**src/rtl/wt_cache_pkg.sv**
```systemverilog
// Shared types for the write-through cache memory-side arbiter: requester
// identity, ID-table entry layout and arbiter state encoding.
package wt_cache_pkg;

    typedef enum logic {
        OWNER_ICACHE = 1'b0,
        OWNER_DCACHE = 1'b1
    } arb_owner_e;

    typedef struct packed {
        logic       valid;
        arb_owner_e owner;
    } tid_entry_t;

    typedef enum logic {
        ARB_IDLE   = 1'b0,
        ARB_LOCKED = 1'b1
    } arb_state_e;

endpackage

```
**src/rtl/wt_mem_req_arbiter_if.sv**
```systemverilog
// Request/return bundle between the two caches, the arbiter and the memory
// adapter; master is the arbiter's view, slave the surrounding logic's view.
interface wt_mem_req_arbiter_if #(
    parameter int unsigned DataWidth = 128,
    parameter int unsigned RtrnWidth = 128,
    parameter int unsigned TidWidth  = 2
);
    logic                 icache_req_i;
    logic                 icache_ack_o;
    logic [DataWidth-1:0] icache_data_i;
    logic [TidWidth-1:0]  icache_tid_i;
    logic                 dcache_req_i;
    logic                 dcache_ack_o;
    logic [DataWidth-1:0] dcache_data_i;
    logic [TidWidth-1:0]  dcache_tid_i;
    logic                 mem_req_o;
    logic                 mem_ack_i;
    logic [DataWidth-1:0] mem_data_o;
    logic [TidWidth-1:0]  mem_tid_o;
    logic                 mem_rtrn_vld_i;
    logic [TidWidth-1:0]  mem_rtrn_tid_i;
    logic [RtrnWidth-1:0] mem_rtrn_data_i;
    logic                 icache_rtrn_vld_o;
    logic                 dcache_rtrn_vld_o;
    logic [RtrnWidth-1:0] rtrn_data_o;

    modport master (
        input  icache_req_i, icache_data_i, icache_tid_i,
               dcache_req_i, dcache_data_i, dcache_tid_i,
               mem_ack_i, mem_rtrn_vld_i, mem_rtrn_tid_i, mem_rtrn_data_i,
        output icache_ack_o, dcache_ack_o, mem_req_o, mem_data_o, mem_tid_o,
               icache_rtrn_vld_o, dcache_rtrn_vld_o, rtrn_data_o
    );

    modport slave (
        output icache_req_i, icache_data_i, icache_tid_i,
               dcache_req_i, dcache_data_i, dcache_tid_i,
               mem_ack_i, mem_rtrn_vld_i, mem_rtrn_tid_i, mem_rtrn_data_i,
        input  icache_ack_o, dcache_ack_o, mem_req_o, mem_data_o, mem_tid_o,
               icache_rtrn_vld_o, dcache_rtrn_vld_o, rtrn_data_o
    );

endinterface

```
**src/rtl/wt_mem_req_arbiter_tid_table.sv**
```systemverilog
// Transaction-ID ownership table: one entry per ID recording whether it is in
// flight and which cache issued it. Three combinational lookup ports.
module wt_tid_table
    import wt_cache_pkg::*;
#(
    parameter int unsigned TidWidth = 2
) (
    input  logic                clk_i,
    input  logic                rst_i,
    input  logic                alloc_en,
    input  logic [TidWidth-1:0] alloc_tid,
    input  arb_owner_e          alloc_owner,
    input  logic                free_en,
    input  logic [TidWidth-1:0] free_tid,
    input  logic [TidWidth-1:0] req_i_tid,
    input  logic [TidWidth-1:0] req_d_tid,
    input  logic [TidWidth-1:0] rtrn_tid,
    output tid_entry_t          req_i_entry,
    output tid_entry_t          req_d_entry,
    output tid_entry_t          rtrn_entry
);
    localparam int unsigned Depth = 1 << TidWidth;

    tid_entry_t entries_q [Depth];

    // An ID being allocated can never be the one freed in the same cycle.
    always_ff @(posedge clk_i) begin
        if (rst_i) begin
            entries_q <= '{default: '0};
        end else begin
            if (free_en) begin
                entries_q[free_tid].valid <= 1'b0;
            end
            if (alloc_en) begin
                entries_q[alloc_tid] <= '{valid: 1'b1, owner: alloc_owner};
            end
        end
    end

    assign req_i_entry = entries_q[req_i_tid];
    assign req_d_entry = entries_q[req_d_tid];
    assign rtrn_entry  = entries_q[rtrn_tid];

endmodule

```
**src/rtl/wt_mem_req_arbiter.sv**
```systemverilog
// Round-robin arbiter sharing the cache-to-memory request channel between I$
// and D$, with per-cache outstanding limits and ID-based return routing.
module wt_mem_req_arbiter
    import wt_cache_pkg::*;
#(
    parameter int unsigned DataWidth      = 128,
    parameter int unsigned RtrnWidth      = 128,
    parameter int unsigned TidWidth       = 2,
    parameter int unsigned MaxOutstanding = 2
) (
    input  logic                 clk_i,
    input  logic                 rst_i,
    input  logic                 stall_i,
    wt_mem_req_arbiter_if.master bus,
    output logic                 busy_o,
    output logic                 err_o
);
    localparam int unsigned            CntWidth = $clog2(MaxOutstanding + 1);
    localparam logic [CntWidth-1:0]    CntMax   = CntWidth'(MaxOutstanding);

    arb_state_e          state_q;
    arb_owner_e          owner_q;
    arb_owner_e          rr_prio_q;
    logic [CntWidth-1:0] cnt_i_q, cnt_d_q;

    tid_entry_t          req_i_entry, req_d_entry, rtrn_entry;
    logic                locked, elig_i, elig_d, pick_i;
    logic                alloc_en, rtrn_hit;
    logic                inc_i, inc_d, dec_i, dec_d;
    logic [DataWidth-1:0] sel_data;
    logic [TidWidth-1:0]  sel_tid;
    logic [RtrnWidth-1:0] rtrn_data;

    assign locked = (state_q == ARB_LOCKED);

    // Eligibility reads the registered table, so an ID freed this cycle is grantable next cycle.
    assign elig_i = bus.icache_req_i && !stall_i && (cnt_i_q < CntMax) && !req_i_entry.valid;
    assign elig_d = bus.dcache_req_i && !stall_i && (cnt_d_q < CntMax) && !req_d_entry.valid;
    assign pick_i = elig_i && (!elig_d || rr_prio_q == OWNER_ICACHE);

    always_comb begin
        sel_data = bus.icache_data_i;
        sel_tid  = bus.icache_tid_i;
        if (locked && owner_q == OWNER_DCACHE) begin
            sel_data = bus.dcache_data_i;
            sel_tid  = bus.dcache_tid_i;
        end
    end

    assign alloc_en = locked && bus.mem_ack_i;
    assign rtrn_hit = bus.mem_rtrn_vld_i && rtrn_entry.valid;
    assign inc_i    = alloc_en && owner_q == OWNER_ICACHE;
    assign inc_d    = alloc_en && owner_q == OWNER_DCACHE;
    assign dec_i    = rtrn_hit && rtrn_entry.owner == OWNER_ICACHE;
    assign dec_d    = rtrn_hit && rtrn_entry.owner == OWNER_DCACHE;

    wt_tid_table #(
        .TidWidth (TidWidth)
    ) u_tid_table (
        .clk_i       (clk_i),
        .rst_i       (rst_i),
        .alloc_en    (alloc_en),
        .alloc_tid   (sel_tid),
        .alloc_owner (owner_q),
        .free_en     (rtrn_hit),
        .free_tid    (bus.mem_rtrn_tid_i),
        .req_i_tid   (bus.icache_tid_i),
        .req_d_tid   (bus.dcache_tid_i),
        .rtrn_tid    (bus.mem_rtrn_tid_i),
        .req_i_entry (req_i_entry),
        .req_d_entry (req_d_entry),
        .rtrn_entry  (rtrn_entry)
    );

    always_ff @(posedge clk_i) begin
        if (rst_i) begin
            state_q   <= ARB_IDLE;
            owner_q   <= OWNER_ICACHE;
            rr_prio_q <= OWNER_ICACHE;
        end else begin
            case (state_q)
                ARB_IDLE: begin
                    if (pick_i) begin
                        state_q <= ARB_LOCKED;
                        owner_q <= OWNER_ICACHE;
                    end else if (elig_d) begin
                        state_q <= ARB_LOCKED;
                        owner_q <= OWNER_DCACHE;
                    end
                end
                ARB_LOCKED: begin
                    if (bus.mem_ack_i) begin
                        state_q   <= ARB_IDLE;
                        rr_prio_q <= (owner_q == OWNER_ICACHE) ? OWNER_DCACHE : OWNER_ICACHE;
                    end
                end
                default: state_q <= ARB_IDLE;
            endcase
        end
    end

    always_ff @(posedge clk_i) begin
        if (rst_i) begin
            cnt_i_q <= '0;
            cnt_d_q <= '0;
        end else begin
            if (inc_i && !dec_i) begin
                cnt_i_q <= cnt_i_q + 1'b1;
            end else if (dec_i && !inc_i) begin
                cnt_i_q <= cnt_i_q - 1'b1;
            end
            if (inc_d && !dec_d) begin
                cnt_d_q <= cnt_d_q + 1'b1;
            end else if (dec_d && !inc_d) begin
                cnt_d_q <= cnt_d_q - 1'b1;
            end
        end
    end

    assign rtrn_data             = bus.mem_rtrn_data_i;
    assign bus.rtrn_data_o       = rtrn_data;
    assign bus.mem_req_o         = locked;
    assign bus.mem_data_o        = sel_data;
    assign bus.mem_tid_o         = sel_tid;
    assign bus.icache_ack_o      = inc_i;
    assign bus.dcache_ack_o      = inc_d;
    assign bus.icache_rtrn_vld_o = dec_i;
    assign bus.dcache_rtrn_vld_o = dec_d;
    assign err_o                 = bus.mem_rtrn_vld_i && !rtrn_entry.valid;
    assign busy_o                = locked || (cnt_i_q != '0) || (cnt_d_q != '0);

endmodule

```
**src/flat_wrapper.sv**
```systemverilog
// flat-port wrapper written by rule: the top's interface ports become plain ports
module wt_mem_req_arbiter_flat import wt_cache_pkg::*;
#(
    parameter int unsigned DataWidth      = 128,
    parameter int unsigned RtrnWidth      = 128,
    parameter int unsigned TidWidth       = 2,
    parameter int unsigned MaxOutstanding = 2
)
  (clk_i, rst_i, stall_i, busy_o, err_o, bus_icache_req_i, bus_icache_data_i, bus_icache_tid_i, bus_dcache_req_i, bus_dcache_data_i, bus_dcache_tid_i, bus_mem_ack_i, bus_mem_rtrn_vld_i, bus_mem_rtrn_tid_i, bus_mem_rtrn_data_i, bus_icache_ack_o, bus_dcache_ack_o, bus_mem_req_o, bus_mem_data_o, bus_mem_tid_o, bus_icache_rtrn_vld_o, bus_dcache_rtrn_vld_o, bus_rtrn_data_o);
  wt_mem_req_arbiter_if #(.DataWidth(DataWidth), .RtrnWidth(RtrnWidth), .TidWidth(TidWidth)) bus_i ();
  input  logic clk_i;
  input  logic rst_i;
  input  logic stall_i;
  output logic busy_o;
  output logic err_o;
  input wire logic [$bits(bus_i.icache_req_i)-1:0] bus_icache_req_i;
  input wire logic [$bits(bus_i.icache_data_i)-1:0] bus_icache_data_i;
  input wire logic [$bits(bus_i.icache_tid_i)-1:0] bus_icache_tid_i;
  input wire logic [$bits(bus_i.dcache_req_i)-1:0] bus_dcache_req_i;
  input wire logic [$bits(bus_i.dcache_data_i)-1:0] bus_dcache_data_i;
  input wire logic [$bits(bus_i.dcache_tid_i)-1:0] bus_dcache_tid_i;
  input wire logic [$bits(bus_i.mem_ack_i)-1:0] bus_mem_ack_i;
  input wire logic [$bits(bus_i.mem_rtrn_vld_i)-1:0] bus_mem_rtrn_vld_i;
  input wire logic [$bits(bus_i.mem_rtrn_tid_i)-1:0] bus_mem_rtrn_tid_i;
  input wire logic [$bits(bus_i.mem_rtrn_data_i)-1:0] bus_mem_rtrn_data_i;
  output wire logic [$bits(bus_i.icache_ack_o)-1:0] bus_icache_ack_o;
  output wire logic [$bits(bus_i.dcache_ack_o)-1:0] bus_dcache_ack_o;
  output wire logic [$bits(bus_i.mem_req_o)-1:0] bus_mem_req_o;
  output wire logic [$bits(bus_i.mem_data_o)-1:0] bus_mem_data_o;
  output wire logic [$bits(bus_i.mem_tid_o)-1:0] bus_mem_tid_o;
  output wire logic [$bits(bus_i.icache_rtrn_vld_o)-1:0] bus_icache_rtrn_vld_o;
  output wire logic [$bits(bus_i.dcache_rtrn_vld_o)-1:0] bus_dcache_rtrn_vld_o;
  output wire logic [$bits(bus_i.rtrn_data_o)-1:0] bus_rtrn_data_o;
  assign bus_i.icache_req_i = bus_icache_req_i;
  assign bus_i.icache_data_i = bus_icache_data_i;
  assign bus_i.icache_tid_i = bus_icache_tid_i;
  assign bus_i.dcache_req_i = bus_dcache_req_i;
  assign bus_i.dcache_data_i = bus_dcache_data_i;
  assign bus_i.dcache_tid_i = bus_dcache_tid_i;
  assign bus_i.mem_ack_i = bus_mem_ack_i;
  assign bus_i.mem_rtrn_vld_i = bus_mem_rtrn_vld_i;
  assign bus_i.mem_rtrn_tid_i = bus_mem_rtrn_tid_i;
  assign bus_i.mem_rtrn_data_i = bus_mem_rtrn_data_i;
  assign bus_icache_ack_o = bus_i.icache_ack_o;
  assign bus_dcache_ack_o = bus_i.dcache_ack_o;
  assign bus_mem_req_o = bus_i.mem_req_o;
  assign bus_mem_data_o = bus_i.mem_data_o;
  assign bus_mem_tid_o = bus_i.mem_tid_o;
  assign bus_icache_rtrn_vld_o = bus_i.icache_rtrn_vld_o;
  assign bus_dcache_rtrn_vld_o = bus_i.dcache_rtrn_vld_o;
  assign bus_rtrn_data_o = bus_i.rtrn_data_o;
  wt_mem_req_arbiter #(.DataWidth(DataWidth), .RtrnWidth(RtrnWidth), .TidWidth(TidWidth), .MaxOutstanding(MaxOutstanding)) u_core (.clk_i(clk_i), .rst_i(rst_i), .stall_i(stall_i), .bus(bus_i), .busy_o(busy_o), .err_o(err_o));
endmodule
```
**config.mk**
```make
export PLATFORM = sky130hd
export DESIGN_NAME = wt_mem_req_arbiter_flat
export DESIGN_NICKNAME = d
export VERILOG_FILES = /design/src/rtl/wt_cache_pkg.sv /design/src/rtl/wt_mem_req_arbiter_if.sv /design/src/rtl/wt_mem_req_arbiter_tid_table.sv /design/src/rtl/wt_mem_req_arbiter.sv /design/src/flat_wrapper.sv
export SDC_FILE = /design/constraint.sdc
export NUM_CORES = 1
export LEC_CHECK = 0
export ABC_AREA = 0
export CAP_MARGIN = 20
export CORE_AREA = 2 2 259 261
export CTS_CLUSTER_SIZE = 12
export DETAILED_ROUTE_END_ITERATION = 8
export DIE_AREA = 0 0 261 263
export PLACE_DENSITY_LB_ADDON = 0.1
export SETUP_SLACK_MARGIN = 0.1
export SKIP_CTS_REPAIR_TIMING = 1
export SYNTH_ARGS = -nofsm -noshare
export SYNTH_HDL_FRONTEND = slang
export SYNTH_SLANG_ARGS = --single-unit
```
**constraint.sdc**
```tcl
create_clock -name clk_i -period 5 [get_ports clk_i]
set_clock_uncertainty 0.15 [all_clocks]
set_input_delay 0.5 -clock clk_i [delete_from_list [all_inputs] [get_ports clk_i]]
set_output_delay 0.5 -clock clk_i [all_outputs]
set_load 0.01 [all_outputs]
```
==> run metrics <==
slew margin rel. 0.480; CTS buffer count 3; # diodes 0; #FFs+latches synth 15; shortest period the worst path allows 3.52 ns; Area Growth Syn to Fin 127%; final hold slack 0.349 ns; most frequent cells in the layout clkdlybuf4s50_1, mux2_2, dfxtp_1; synth unique cells 30; GRT Overall Usage 0.0588; run status finished clean; clk_lat worst skew 0.24 ns; Hold Startpoint u_core.u_tid_table.entries_q[0]; sequential fraction of the synthesis area 0.0904; Max Root-Sink Buffers 2; Synth Area per Inst 9.13 µm²; fraction of layout cells with a size suffix above 1 0.230; predominant post-synthesis flop cell dfxtp_1; Hold EP u_core.u_tid_table.entries_q[0]; Starting Density 0.0506; switching power 222 µW; Final Hold Viols 0; pin count of the biggest net entering global routing 52; CTS HTree Levels 1; gpl congestion 0.659; io pins 662; critical setup path kind reg -> out; Yosys warning total 0; total wire length 22.0 mm; Core Util, Final 0.115; total negative setup slack 0 ns; CP Launch Type flop; dpl hpwl 19.4 mm; fin crit share 0.704; CTS clk-pin slew, worst paths 0.05 ns; first-pass GRT wire length 29.2 mm; post-synthesis net count 763; DRC Markers 0; Hold Path Stages 2; # setup viols final 0; GRT Residual Overflow 0; Worst EP required 4.35 ns; die height 263 µm; total leakage power 0.00253 µW; initial antenna violation count 1; row count 94; number of port buffers 405; DR vias 3697; nets 1031; Worst Path Arrival 2.87 ns; RSZ-0062 raised after global routing no; DRT Pass-1 Iters 3; Synth Instances 364; clk sinks 15; r2r setup slk 2.71 ns; ys async rst share 0; crit end category output port; CTS tree done; Synth Cell Area 3320 µm²; die area 68600 µm²; Die Span X 261 µm; sequential power share 0.163; initial drt markers 74; internal cell power 611 µW; RR Endpoint u_core.cnt_i_q[1]; # Max-Cap Violations 0; Reg-to-Reg Start u_core.bus.mem_req_o; Filler Cell Count 7565; post-DR vias/cell 2.47; post-route ant nets 0; crit-path max FO 45; Reg2Reg Depth 5; VDD IR max 0.127 mV; Post-synth EDFFs 0; final-report max-slew violation count 0; routed length per placed instance 14.7 µm; power share of the clock group 0.186; Comb pwr share 0.652; commonest non-fill, non-tap cell in the layout clkdlybuf4s50_1; vias in the first global route 4256; switching share of total power 0.266; Root Buffer clkbuf_16; core footprint 65600 µm²; Least-Margin Pin Slew 0.780 ns; pwr/cell area 110 nW/µm²; HP Class reg -> reg; Max Fclk 284 MHz
==> metrics by stage <==
step,power (µW),cells,instance area [µm²],setup slack (ns)
2_1_floorplan,398,364,3320,2.70
3_3_place_gp,700,1491,7470,1.66
3_5_place_dp,691,1491,7470,1.67
4_1_cts,855,1495,7550,1.39
5_1_grt,887,1495,7550,1.27
6_report,833,1495,7550,1.48
==> cell type report <==
class,instances,area [µm²],share of cell area
repair buffers,408,4090,0.542
multi-input cells,199,1980,0.262
inverters,5,18.8,0.00249
well taps,864,1080,0.143
clock buffers,4,78.8,0.0104
flip-flops and latches,15,300,0.0398
==> worst max path at each step <==
stage                     depth (start not counted)                   from             endpoint
after global routing                              4   u_core.bus.mem_req_o   bus_mem_data_o[27]
after detailed placement                          4   u_core.bus.mem_req_o  bus_mem_data_o[116]
after floorplan                                   6  bus_mem_rtrn_tid_i[1]    u_core.cnt_i_q[1]
after global placement                            4         u_core.owner_q  bus_mem_data_o[116]
final                                             4   u_core.bus.mem_req_o  bus_mem_data_o[116]
after CTS                                         4   u_core.bus.mem_req_o  bus_mem_data_o[116]
==> sequential cells by signal, summed over array words and instances, names as in the netlist <==
| name | cells |
|---|---|
| u_core.cnt_d_q | 2 |
| u_core.bus.mem_req_o | 1 |
| u_core.u_tid_table.entries_q | 8 |
| u_core.cnt_i_q | 2 |
| u_core.rr_prio_q | 1 |
| u_core.owner_q | 1 |
==> critical path, stage by stage (launching register included) <==
cell and delay (ns):
dfxtp_1 0.71, nand2_4 0.56, buf_4 0.44, mux2_2 0.25, clkdlybuf4s50_1 0.62
==> kinds of logic after synthesis <==
| group | after synthesis | synth area share |
|---|---|---|
| muxes | 139 | 0.483 |
| and+or+nand+nor | 35 | 0.0572 |
| adders and majority gates | 2 | 0.00753 |
| xor gates and xnor gates | 4 | 0.0105 |
| buffers and inverters | 150 | 0.316 |
| DFF | 15 | 0.0904 |
| AOI/OAI and AO/OA | 19 | 0.0354 |
==> power by group through the flow <==
| stage | clock network (µW) | registers [µW] | logic (µW) |
|---|---|---|---|
| finish | 155 | 135 | 543 |
| global route | 168 | 137 | 582 |
| CTS | 162 | 135 | 557 |
| detailed placement | 0 | 138 | 553 |
| global placement | 0 | 138 | 562 |
| floorplan | 0 | 131 | 266 |
==> cell usage after synthesis (4+ instances only) <==
| cell type | n | share of area |
|---|---|---|
| a21oi_1 | 7 | 0.011 |
| mux4_2 | 4 | 0.027 |
| nor2_1 | 12 | 0.014 |
| o21ai_0 | 7 | 0.011 |
| mux2_2 | 130 | 0.44 |
| inv_1 | 5 | 0.0056 |
| xor2_1 | 4 | 0.011 |
| clkbuf_1 | 15 | 0.017 |
| buf_4 | 128 | 0.29 |
| dfxtp_1 | 15 | 0.090 |
| mux2i_1 | 5 | 0.015 |
| nand2_1 | 6 | 0.0068 |
==> metal layers <==
layer | track usage | part of all wire | vias to the layer above
met5 | 0 | 0.00059 | -
met4 | 0.0195 | 0.037 | 2
met3 | 0.0336 | 0.15 | 58
met2 | 0.114 | 0.52 | 322
met1 | 0.0493 | 0.30 | 1637
li1 | - | - | 1678
Power figures use the tool's default switching activity.
